==> src/rtl/tbird_switch_conditioner_if.sv <==
// Dashboard switch bundle between the raw inputs and the conditioner.
//   raw_left/raw_right/raw_haz/raw_brk : asynchronous, bouncy switch levels
//   sw   : clean mode code {brake, left, right}
//   chg  : one-cycle pulse when sw takes a new value
//   step : one-cycle pacing pulse for the light sequencer
// slave is the conditioner side, master is the side driving the switches.
interface tbird_switch_conditioner_if;
    logic       raw_left;
    logic       raw_right;
    logic       raw_haz;
    logic       raw_brk;
    logic [2:0] sw;
    logic       chg;
    logic       step;

    modport slave (
        input  raw_left,
        input  raw_right,
        input  raw_haz,
        input  raw_brk,
        output sw,
        output chg,
        output step
    );

    modport master (
        output raw_left,
        output raw_right,
        output raw_haz,
        output raw_brk,
        input  sw,
        input  chg,
        input  step
    );
endinterface

==> src/rtl/tbird_switch_conditioner.sv <==
// Switch conditioner ahead of the Thunderbird tail-light sequencer.
// Each raw input is synchronised (2 flops), debounced (DB_CYCLES stable
// samples), encoded into the mode code {brake, left, right} and registered.
// A tick counter produces a STEP pulse every TICK_DIV cycles and restarts
// whenever the mode code changes.
// Ports:
//   clk : system clock, rising edge
//   rst : asynchronous reset, active-high
//   bus : switch interface (slave modport): raw inputs in, sw/chg/step out
module tbird_switch_conditioner #(
    parameter int DB_CYCLES = 4,
    parameter int TICK_DIV  = 5,
    parameter int CNT_W     = 8
) (
    input  logic                          clk,
    input  logic                          rst,
    tbird_switch_conditioner_if.slave     bus
);

    localparam logic [CNT_W-1:0] DB_LAST   = CNT_W'(DB_CYCLES - 1);
    localparam logic [CNT_W-1:0] TICK_LAST = CNT_W'(TICK_DIV - 1);

    // Bit order: 0 right, 1 left, 2 hazard, 3 brake.
    logic [3:0] raw;
    logic [3:0] level;

    assign raw = {bus.raw_brk, bus.raw_haz, bus.raw_left, bus.raw_right};

    generate
        for (genvar gi = 0; gi < 4; gi++) begin : g_input
            logic [1:0]       sync_reg;
            logic             level_reg;
            logic [CNT_W-1:0] cnt_reg;

            always_ff @(posedge clk or posedge rst) begin
                if (rst) begin
                    sync_reg <= 2'b00;
                end else begin
                    sync_reg <= {sync_reg[0], raw[gi]};
                end
            end

            // Any sample agreeing with the accepted level restarts the count,
            // so only an unbroken run of DB_CYCLES disagreeing samples flips it.
            always_ff @(posedge clk or posedge rst) begin
                if (rst) begin
                    level_reg <= 1'b0;
                    cnt_reg   <= '0;
                end else if (sync_reg[1] == level_reg) begin
                    cnt_reg <= '0;
                end else if (cnt_reg == DB_LAST) begin
                    level_reg <= sync_reg[1];
                    cnt_reg   <= '0;
                end else begin
                    cnt_reg <= cnt_reg + 1'b1;
                end
            end

            assign level[gi] = level_reg;
        end
    endgenerate

    // Encode: hazard lights both sides; both stalks without hazard is a
    // stalk fault and lights neither side. Brake is independent.
    logic [2:0] enc;

    always_comb begin
        enc    = 3'b000;
        enc[0] = level[2] | (level[0] & ~level[1]);
        enc[1] = level[2] | (level[1] & ~level[0]);
        enc[2] = level[3];
    end

    logic [2:0]       sw_reg;
    logic             chg_reg;
    logic             step_reg;
    logic [CNT_W-1:0] tick_reg;
    logic             mode_change;

    assign mode_change = (enc != sw_reg);

    // A mode change restarts the cadence and suppresses a STEP due the same
    // cycle, so the first sequencer step lands a full period after the change.
    always_ff @(posedge clk or posedge rst) begin
        if (rst) begin
            sw_reg   <= 3'b000;
            chg_reg  <= 1'b0;
            step_reg <= 1'b0;
            tick_reg <= '0;
        end else begin
            sw_reg  <= enc;
            chg_reg <= mode_change;
            if (mode_change) begin
                tick_reg <= '0;
                step_reg <= 1'b0;
            end else if (tick_reg == TICK_LAST) begin
                tick_reg <= '0;
                step_reg <= 1'b1;
            end else begin
                tick_reg <= tick_reg + 1'b1;
                step_reg <= 1'b0;
            end
        end
    end

    assign bus.sw   = sw_reg;
    assign bus.chg  = chg_reg;
    assign bus.step = step_reg;

endmodule

==> src/flat_wrapper.sv <==
// flat-port wrapper written by rule: the top's interface ports become plain ports
module tbird_switch_conditioner_flat 
#(
    parameter int DB_CYCLES = 4,
    parameter int TICK_DIV  = 5,
    parameter int CNT_W     = 8
)
  (clk, rst, bus_raw_left, bus_raw_right, bus_raw_haz, bus_raw_brk, bus_sw, bus_chg, bus_step);
  tbird_switch_conditioner_if bus_i ();
  input  logic clk;
  input  logic rst;
  input wire logic [$bits(bus_i.raw_left)-1:0] bus_raw_left;
  input wire logic [$bits(bus_i.raw_right)-1:0] bus_raw_right;
  input wire logic [$bits(bus_i.raw_haz)-1:0] bus_raw_haz;
  input wire logic [$bits(bus_i.raw_brk)-1:0] bus_raw_brk;
  output wire logic [$bits(bus_i.sw)-1:0] bus_sw;
  output wire logic [$bits(bus_i.chg)-1:0] bus_chg;
  output wire logic [$bits(bus_i.step)-1:0] bus_step;
  assign bus_i.raw_left = bus_raw_left;
  assign bus_i.raw_right = bus_raw_right;
  assign bus_i.raw_haz = bus_raw_haz;
  assign bus_i.raw_brk = bus_raw_brk;
  assign bus_sw = bus_i.sw;
  assign bus_chg = bus_i.chg;
  assign bus_step = bus_i.step;
  tbird_switch_conditioner #(.DB_CYCLES(DB_CYCLES), .TICK_DIV(TICK_DIV), .CNT_W(CNT_W)) u_core (.clk(clk), .rst(rst), .bus(bus_i));
endmodule
==> config.mk <==
export PLATFORM = sky130hd
export DESIGN_NAME = tbird_switch_conditioner_flat
export DESIGN_NICKNAME = d
export VERILOG_FILES = /design/src/rtl/tbird_switch_conditioner_if.sv /design/src/rtl/tbird_switch_conditioner.sv /design/src/flat_wrapper.sv
export SDC_FILE = /design/constraint.sdc
export NUM_CORES = 1
export LEC_CHECK = 0
export ABC_AREA = 1
export CORE_MARGIN = 8
export CORE_UTILIZATION = 55
export CTS_BUF_LIST = sky130_fd_sc_hd__clkbuf_2
export DETAILED_ROUTE_END_ITERATION = 12
export PLACE_DENSITY = 0.81
export SLEW_MARGIN = 20
export SYNTH_ARGS = -nofsm -noshare
export SYNTH_HDL_FRONTEND = slang
export SYNTH_SLANG_ARGS = --single-unit
==> constraint.sdc <==
create_clock -name clk -period 2.9 [get_ports clk]
set_input_delay 0.29 -clock clk [delete_from_list [all_inputs] [get_ports clk]]
set_output_delay 0.29 -clock clk [all_outputs]
set_load 0.005 [all_outputs]
Yosys cells after proc, flatten, opt, wreduce, memory -nomap -nowiden
Cells that the tools add are included.
{ "word_totals": {"register_bits": 57, "latch_bits": 0, "mem_bits_rw": 0, "romBits": 0, "inputBits": 6, "out_inout_bits": 5, "elab_cells": 57, "memories": 0} }
{ "op_classes": {"n_addsub": 5, "n_mul": 0, "div_mod_pow": 0, "order_cmp": 0, "eq_ne": 10, "shifts": 0, "muxes": 12, "n_bitwise": 10, "reduce_logical": 4} }
{ "op_table": {"columns": ["op", "n"], "rows": [
  ["8-bit 2-to-1 mux", 10],
  ["8-bit by 1-bit adder with 8-bit output (second input constant)", 5],
  ["8-bit by 2-bit equality test with 1-bit output (second input constant)", 4],
  ["8-bit by 3-bit equality test with 1-bit output (second input constant)", 1],
  ["2-bit AND reduction", 4],
  ["1-bit NOT", 6],
  ["1-bit equality test", 4],
  ["3-bit != test", 1],
  ["1-bit AND", 2],
  ["1-bit 2-to-1 mux", 2],
  ["1-bit bitwise OR", 2]
]} }

Logic depth before layout (Yosys ltp)
Gate-level depths: netlist of the first run.
{ "depth": {"ltp_word": 5, "mapped_depth": 7, "mapped_depth_nobuf": 7} }

Worst setup path before layout of the first run
OpenSTA, ideal clock, no wires.
{ "synth_path": {"path_kind": "register to register", "start": "register u_core.g_input[3].cnt_reg[0]", "end": "register u_core.g_input[3].cnt_reg[0]", "setup_time_ns": 0.120, "arrival_ns": 0.959, "required_time_ns": 2.780, "setup_slack_ns": 1.821, "stages_incl_launch_ff": 7, "n_path_buf": 0, "synth_period_minus_slack_ns": 1.079, "cell_sequence": "dfrtp_1 > ha_1 > nand2_1 > nor3_1 > nand2_1 > nand2_1 > nor2_1"} }
{ "synth_via": {"elab_chain_len": 3} }
{ "synth_rtl": {"columns": ["item", "line", "rtl"], "rows": [
  ["start: declaration", "tbird_switch_conditioner.sv:33", "logic [CNT_W-1:0] cnt_reg;"],
  ["start signal: assignment", "tbird_switch_conditioner.sv:55", "cnt_reg <= cnt_reg + 1'b1;"],
  ["8-bit by 1-bit adder with 8-bit output / 8-bit by 2-bit equality test with 1-bit output (equally long branches)", "tbird_switch_conditioner.sv:55, tbird_switch_conditioner.sv:51", null],
  ["8-bit 2-to-1 mux *", "tbird_switch_conditioner.sv:51", "end else if (cnt_reg == DB_LAST) begin"],
  ["8-bit 2-to-1 mux *", "tbird_switch_conditioner.sv:49", "end else if (sync_reg[1] == level_reg) begin"]
]} }
Mark *: on every way between the ends. The rest lies on a longest branch, timed or not.
A chain may end at the register's enable or synchronous reset.

Worst setup path after layout of the first run
{ "layout_path": {"start": "register u_core.sw_reg[1], in the netlist u_core.bus.sw[1]", "end": "output bus_sw[1]"} }
{ "layout_lines": {"columns": ["item", "line", "rtl"], "rows": [
  ["start: declaration", "tbird_switch_conditioner.sv:74", "logic [2:0] sw_reg;"],
  ["start signal: assignment", "tbird_switch_conditioner.sv:91", "sw_reg <= enc;"],
  ["end: declaration", "flat_wrapper.sv:16", "output wire logic [$bits(bus_i.sw)-1:0] bus_sw;"]
]} }
No word-level cell between the ends.

==> flow_metrics.py, run 1 <==
metrics = {
    "run_status": {
        "outcome": "completed",
    },
    "routing": {
        "finalWirelength_mm": 4.315,
        "drt-pass1-iter-count": 4,
        "drc": 0,
        "dr_total_vias": 1912,
        "routed_via_density": 4.928,
        "wl_per_cell_um": 11.12,
        "antenna_left": 0,
        "dr.first_iter.drc_count": 63,
    },
    "sta": {
        "fin_setup_tns_ns": 0,
        "drv_slew": 0,
        "finalSetupViolations": 0,
        "tightest_slew_ns": 0.4901,
        "worst_slack_ns": 1.250,
        "relSlewSlack_pct": 67.28,
        "finClkSkew_ns": 0.01912,
        "fmax_mhz": 606.2,
        "period_share_pct": 56.88,
        "post-route-min-period_ns": 1.650,
        "hold_viol": 0,
        "grt_setup_unrepaired": "false",
    },
    "die": {
        "die_height_um": 85.25,
        "io_pins": 11,
        "rows": 25,
        "die_x_um": 85.25,
        "core_um2": 4661,
        "dieArea_um2": 7268,
        "start_util_pct": 56.59,
    },
    "clock_network": {
        "htree_levels": 3,
        "cts_buffer_depth": 2,
        "cts.clk_slew.worst_paths_ns": 0.14,
        "cts_resized": 0,
        "post_cts_buffers": 0,
        "cts_num_sinks": 57,
        "cts_buffers": 9,
        "clkLatencyLatePin_ns": 0.43,
        "cts_hold_buffers": 0,
        "cts_tree": "yes",
        "root_buffer": "clkbuf_2",
    },
    "global_routing": {
        "grt_pass1_wl_mm": 7.803,
        "grt.overflow.total": 0,
        "track_usage_pct": 13.49,
        "grt_max_degree": 26,
        "antenna_found_initial": 0,
        "first_global_vias": 1872,
    },
    "finish": {
        "antennaDiodeCount": 0,
        "synthToLayoutAreaGrowth_pct": 9.582,
        "drive_above_1_share_pct": 7.186,
        "multi_input_area_um2": 1042,
        "nNetsFinal": 347,
        "final.fill_count": 399,
        "finish.utilization_pct": 62.01,
        "register_area_um2": 1426,
        "largest_register_ffs": 32,
    },
    "worst_setup_path": {
        "critPathMaxStageDelay_ns": 0.52,
        "cp-end-kind": "output port",
        "cp.arrival_ns": 1.36,
        "path_depth": 1,
        "cp_slowest_cell": "clkdlybuf4s50_1",
        "rr_worst_depth": 6,
        "r2r-start": "u_core.g_input[3].cnt_reg[0]",
        "reg2reg_slack_ns": 1.66,
        "crit_family": "buffers and inverters",
        "required_ns": 2.61,
        "worstPathBufferInverterCount": 1,
        "crit_chain": "clkdlybuf4s50_1",
        "reg2reg_to": "u_core.g_input[3].cnt_reg[0]",
        "critical_path_class": "reg -> out",
        "start_kind": "register",
        "crit_fanout": 3,
    },
    "power_and_ir_drop": {
        "p_switching_uw": 658.3,
        "p_sw_share_pct": 34.77,
        "internal-power_uw": 1235,
        "p_clk_share_pct": 19.1,
        "power_density_nw_per_um2": 655.1,
        "worst_ir_drop_vdd_mv": 0.3708,
        "p_leak_uw": 0.001475,
        "power_frac_comb_pct": 26.6,
        "seq_power_share_pct": 54.2,
    },
    "logic_synthesis": {
        "netlist_area_um2": 2638,
        "synth_top_area_share_pct": 54.08,
        "synth_cells": 308,
        "synthFlopType": "dfrtp_1",
        "yosysMostFrequentCell": "nand2_1",
        "syn_nets": 324,
        "synth.distinct_cells": 18,
        "ys_top_cells_by_count": "82 x nand2_1, 57 x dfrtp_1, 46 x nor2_1",
        "synth-seq-cells": 57,
        "ys_warn_count": 0,
        "synth_edf_count": 0,
        "synth_area_leaders": "dfrtp_1 54%, nand2_1 12%, nor2_1 6.5%",
        "yosysTopAreaCell": "dfrtp_1",
        "async_reset_ff_share_pct": 100.0,
        "ys_seq_area_share_pct": 54.08,
        "avgSynthCellArea_um2": 8.563,
    },
    "place": {
        "dpl.hpwl_mm": 3.257,
        "gp_congestion": 0.8257,
        "place_ws_ns": 1.561,
        "port_buffers": 10,
    },
    "worst_hold_path": {
        "hold_class": "in -> async",
    },
    "flow_run": {
        "max_cap_viol_count": 0,
    },
}
## layout by cell type (no fill, tap or decap), types with 8 or more instances in the layout
cell	instances
dfrtp_1	57
ha_1	10
inv_1	44
clkdlybuf4s50_1	10
xor2_1	8
nand3_1	20
nand2_1	82
clkbuf_2	13
nor2_1	46
## layout make-up
class,count,area share [%]
clock buffers,13,2.251
clock inverters,1,0.1732
inverters,45,5.844
multi-input cells,206,36.06
flip-flops and latches,57,49.35
well taps,54,2.338
repair buffers,12,3.983
## kinds of logic after synthesis
group / count (synthesis) / synth area share [%]
fa+ha+maj: 10 / 4.744
buf+inv: 45 / 6.404
flops: 57 / 54.08
simple gates: 172 / 28.08
compound gates: 11 / 2.372
xor+xnor: 13 / 4.317
## how the worst max path moves through the flow
| stage | endpoint | start |
|---|---|---|
| 5_1_grt | bus_sw[1] | u_core.bus.sw[1] |
| 4_1_cts | bus_sw[1] | u_core.bus.sw[1] |
| 3_5_place_dp | u_core.tick_reg[3] | rst |
| 6_report | bus_sw[1] | u_core.bus.sw[1] |
| 2_1_floorplan | u_core.bus.chg | rst |
| 3_3_place_gp | u_core.tick_reg[5] | rst |
## layer usage
metal / GRT usage (%) / routed length [um] / vias up
li1: - / - / 999
met1: 16.13 / 2075 / 881
met2: 21.59 / 2049 / 26
met3: 3.378 / 128 / 6
met4: 7.803 / 62 / 0
met5: 0 / 0 / -
## power by group through the flow
stage,logic [uW],registers (uW),clock network (uW)
floorplan,366,1020,0
global placement,489,1040,0
detailed placement,513,1040,0
CTS,516,1030,380
global route,584,1050,423
finish,504,1030,362
## through the flow
step / power (uW) / hold WS, ns / instances / cell area, um2
after global placement: 1528 / 0.3338 / 374 / 2820
final: 1893 / 0.1830 / 388 / 2890
after floorplan: 1387 / 0.3214 / 308 / 2638
after CTS: 1925 / 0.1513 / 388 / 2890
after detailed placement: 1558 / 0.3364 / 374 / 2820
after global routing: 2057 / 0.2022 / 388 / 2890
(Power assumes the default switching activity.)
==> inputs of run 2 (changes only) <==
PLACE_DENSITY = 0.84   (was 0.81)
clock period = 1.3 ns   (was 2.9 ns; I/O delays follow)
==> run 2 against run 1 <==
Net effect: core utilization rose by 0.67 points; combinational power rose by 130%; critical path depth did not move; global-route usage rose by 0.20 points; worst setup slack got worse by 1.2 ns; clock skew rose by 0.0047 ns; via count rose by 1.8%; sequential cell count did not move.
==> flow_metrics.py, run 2 (synthesis results as in run 1) <==
metrics = {
    "global_routing": {
        "grt_pass1_wl_mm": 7.983,
        "grt.overflow.total": 0,
        "grt_max_degree": 58,
        "track_usage_pct": 13.68,
        "first_global_vias": 1948,
        "antenna_found_initial": 0,
    },
    "clock_network": {
        "cts_buffer_depth": 2,
        "cts_buffers": 9,
        "cts_tree": "yes",
        "root_buffer": "clkbuf_2",
        "cts_num_sinks": 57,
        "cts.clk_slew.worst_paths_ns": 0.15,
        "clkLatencyLatePin_ns": 0.44,
        "cts_hold_buffers": 0,
        "htree_levels": 3,
    },
    "sta": {
        "grt_setup_unrepaired": "false",
        "tightest_slew_ns": 0.2917,
        "fmax_mhz": 819.1,
        "finalSetupViolations": 0,
        "post-route-min-period_ns": 1.221,
        "relSlewSlack_pct": 80.55,
        "drv_slew": 0,
        "period_share_pct": 93.91,
        "fin_setup_tns_ns": 0,
        "finClkSkew_ns": 0.02380,
        "hold_viol": 0,
    },
    "routing": {
        "routed_via_density": 5.003,
        "dr_total_vias": 1946,
        "drt-pass1-iter-count": 4,
        "finalWirelength_mm": 4.340,
        "drc": 0,
        "antenna_left": 0,
        "dr.first_iter.drc_count": 135,
        "wl_per_cell_um": 11.16,
    },
    "die": {
        "io_pins": 11,
        "die_height_um": 85.25,
        "die_x_um": 85.25,
        "dieArea_um2": 7268,
        "core_um2": 4661,
        "rows": 25,
        "start_util_pct": 56.59,
    },
    "run_status": {
        "outcome": "completed",
    },
    "finish": {
        "largest_register_ffs": 32,
        "antennaDiodeCount": 0,
        "nNetsFinal": 349,
        "stdcell_area_um2": 2922,
        "synthToLayoutAreaGrowth_pct": 10.77,
        "final_common_cell": "nand2_1",
        "layout_common_cells": "82 x nand2_1, 57 x dfrtp_1, 46 x nor2_1",
        "drive_above_1_share_pct": 7.761,
        "finish.utilization_pct": 62.68,
    },
    "worst_setup_path": {
        "critPathMaxStageDelay_ns": 0.40,
        "cp-end-kind": "output port",
        "crit_chain": "dlygate4sd2_1",
        "critical_path_class": "reg -> out",
        "r2r-start": "u_core.g_input[0].cnt_reg[1]",
        "reg2reg_slack_ns": 0.10,
        "crit_fanout": 2,
        "cp_slowest_cell": "dfrtp_1",
        "worstPathBufferInverterCount": 1,
        "start_kind": "register",
        "crit_family": "flip-flops",
        "rr_worst_depth": 6,
        "reg2reg_to": "u_core.g_input[0].cnt_reg[0]",
        "cp.arrival_ns": 1.09,
        "required_ns": 1.17,
    },
    "power_and_ir_drop": {
        "p_leak_uw": 0.001495,
        "worst_ir_drop_vdd_mv": 0.8377,
        "power_density_nw_per_um2": 1459,
    },
    "place": {
        "dpl.hpwl_mm": 3.093,
        "gp_congestion": 0.8373,
        "post_dp_cell_area_um2": 2829,
        "port_buffers": 10,
    },
    "worst_hold_path": {
        "hold_class": "in -> async",
    },
    "flow_run": {
        "max_cap_viol_count": 0,
    },
}
run 2: cell count changes in the layout (fill, tap and decap cells not counted), sizes merged:
cell,before,now
buf,2,4
clkbuf,13,11
clkdlybuf4s15,0,2
clkdlybuf4s50,10,5
clkinv,1,2
clkinvlp,0,1
dlygate4sd2,0,3
inv,45,44
run 2: where the power goes:
| part | internal (uW) | leakage, uW | switching (uW) |
|---|---|---|---|
| Sequential | 2040 | 0.000753 | 247 |
| Clock | 230 | 0.0000512 | 570 |
| Combinational | 479 | 0.000691 | 698 |
| Total | 2750 | 0.00149 | 1520 |
run 2: per-layer routing:
metal	global-route usage (%)	wire length [um]
met1	15.38	1958
met2	22.87	2173
met3	3.571	136
met4	8.121	72
met5	0	0
run 2: how the worst max path moves through the flow:
stage	start	to	slack, ns	cells past startpoint
after floorplan	u_core.g_input[3].cnt_reg[0]	u_core.g_input[3].cnt_reg[0]	0.22	6
after global placement	u_core.g_input[3].cnt_reg[0]	u_core.g_input[3].cnt_reg[2]	0.16	6
after detailed placement	u_core.g_input[1].cnt_reg[0]	u_core.g_input[1].cnt_reg[0]	0.10	6
after CTS	u_core.bus.sw[2]	bus_sw[2]	0.001	1
after global routing	u_core.bus.sw[0]	bus_sw[0]	0.006	1
final	u_core.bus.sw[0]	bus_sw[0]	0.08	1
run 2: what timing repair did:
item,CTS,global route
endpoints found under the setup margin,5,8
endpoints found under the hold margin,0,0
gates resized for setup,5,4
buffers inserted,3,0
run 2: cell type report:
cell class | count | area (um2)
flip-flops and latches | 57 | 1426
clock inverters | 2 | 8.758
multi-input cells | 206 | 1052
fillers | 409 | 1739
repair buffers | 14 | 138.9
clock buffers | 11 | 55.05
well taps | 54 | 67.56
inverters | 45 | 172.7
run 2: stage by stage:
| stage | hold WS [ns] | setup WS, ns | instances | total power [uW] |
|---|---|---|---|---|
| finish | 0.08889 | 0.07920 | 389 | 4263 |
| CTS | 0.06148 | 0.001185 | 389 | 4309 |
| floorplan | 0.1614 | 0.2212 | 308 | 3096 |
| global route | 0.09041 | 0.005642 | 389 | 4594 |
| detailed placement | 0.3364 | 0.1037 | 373 | 3472 |
| global placement | 0.3328 | 0.1604 | 373 | 3406 |
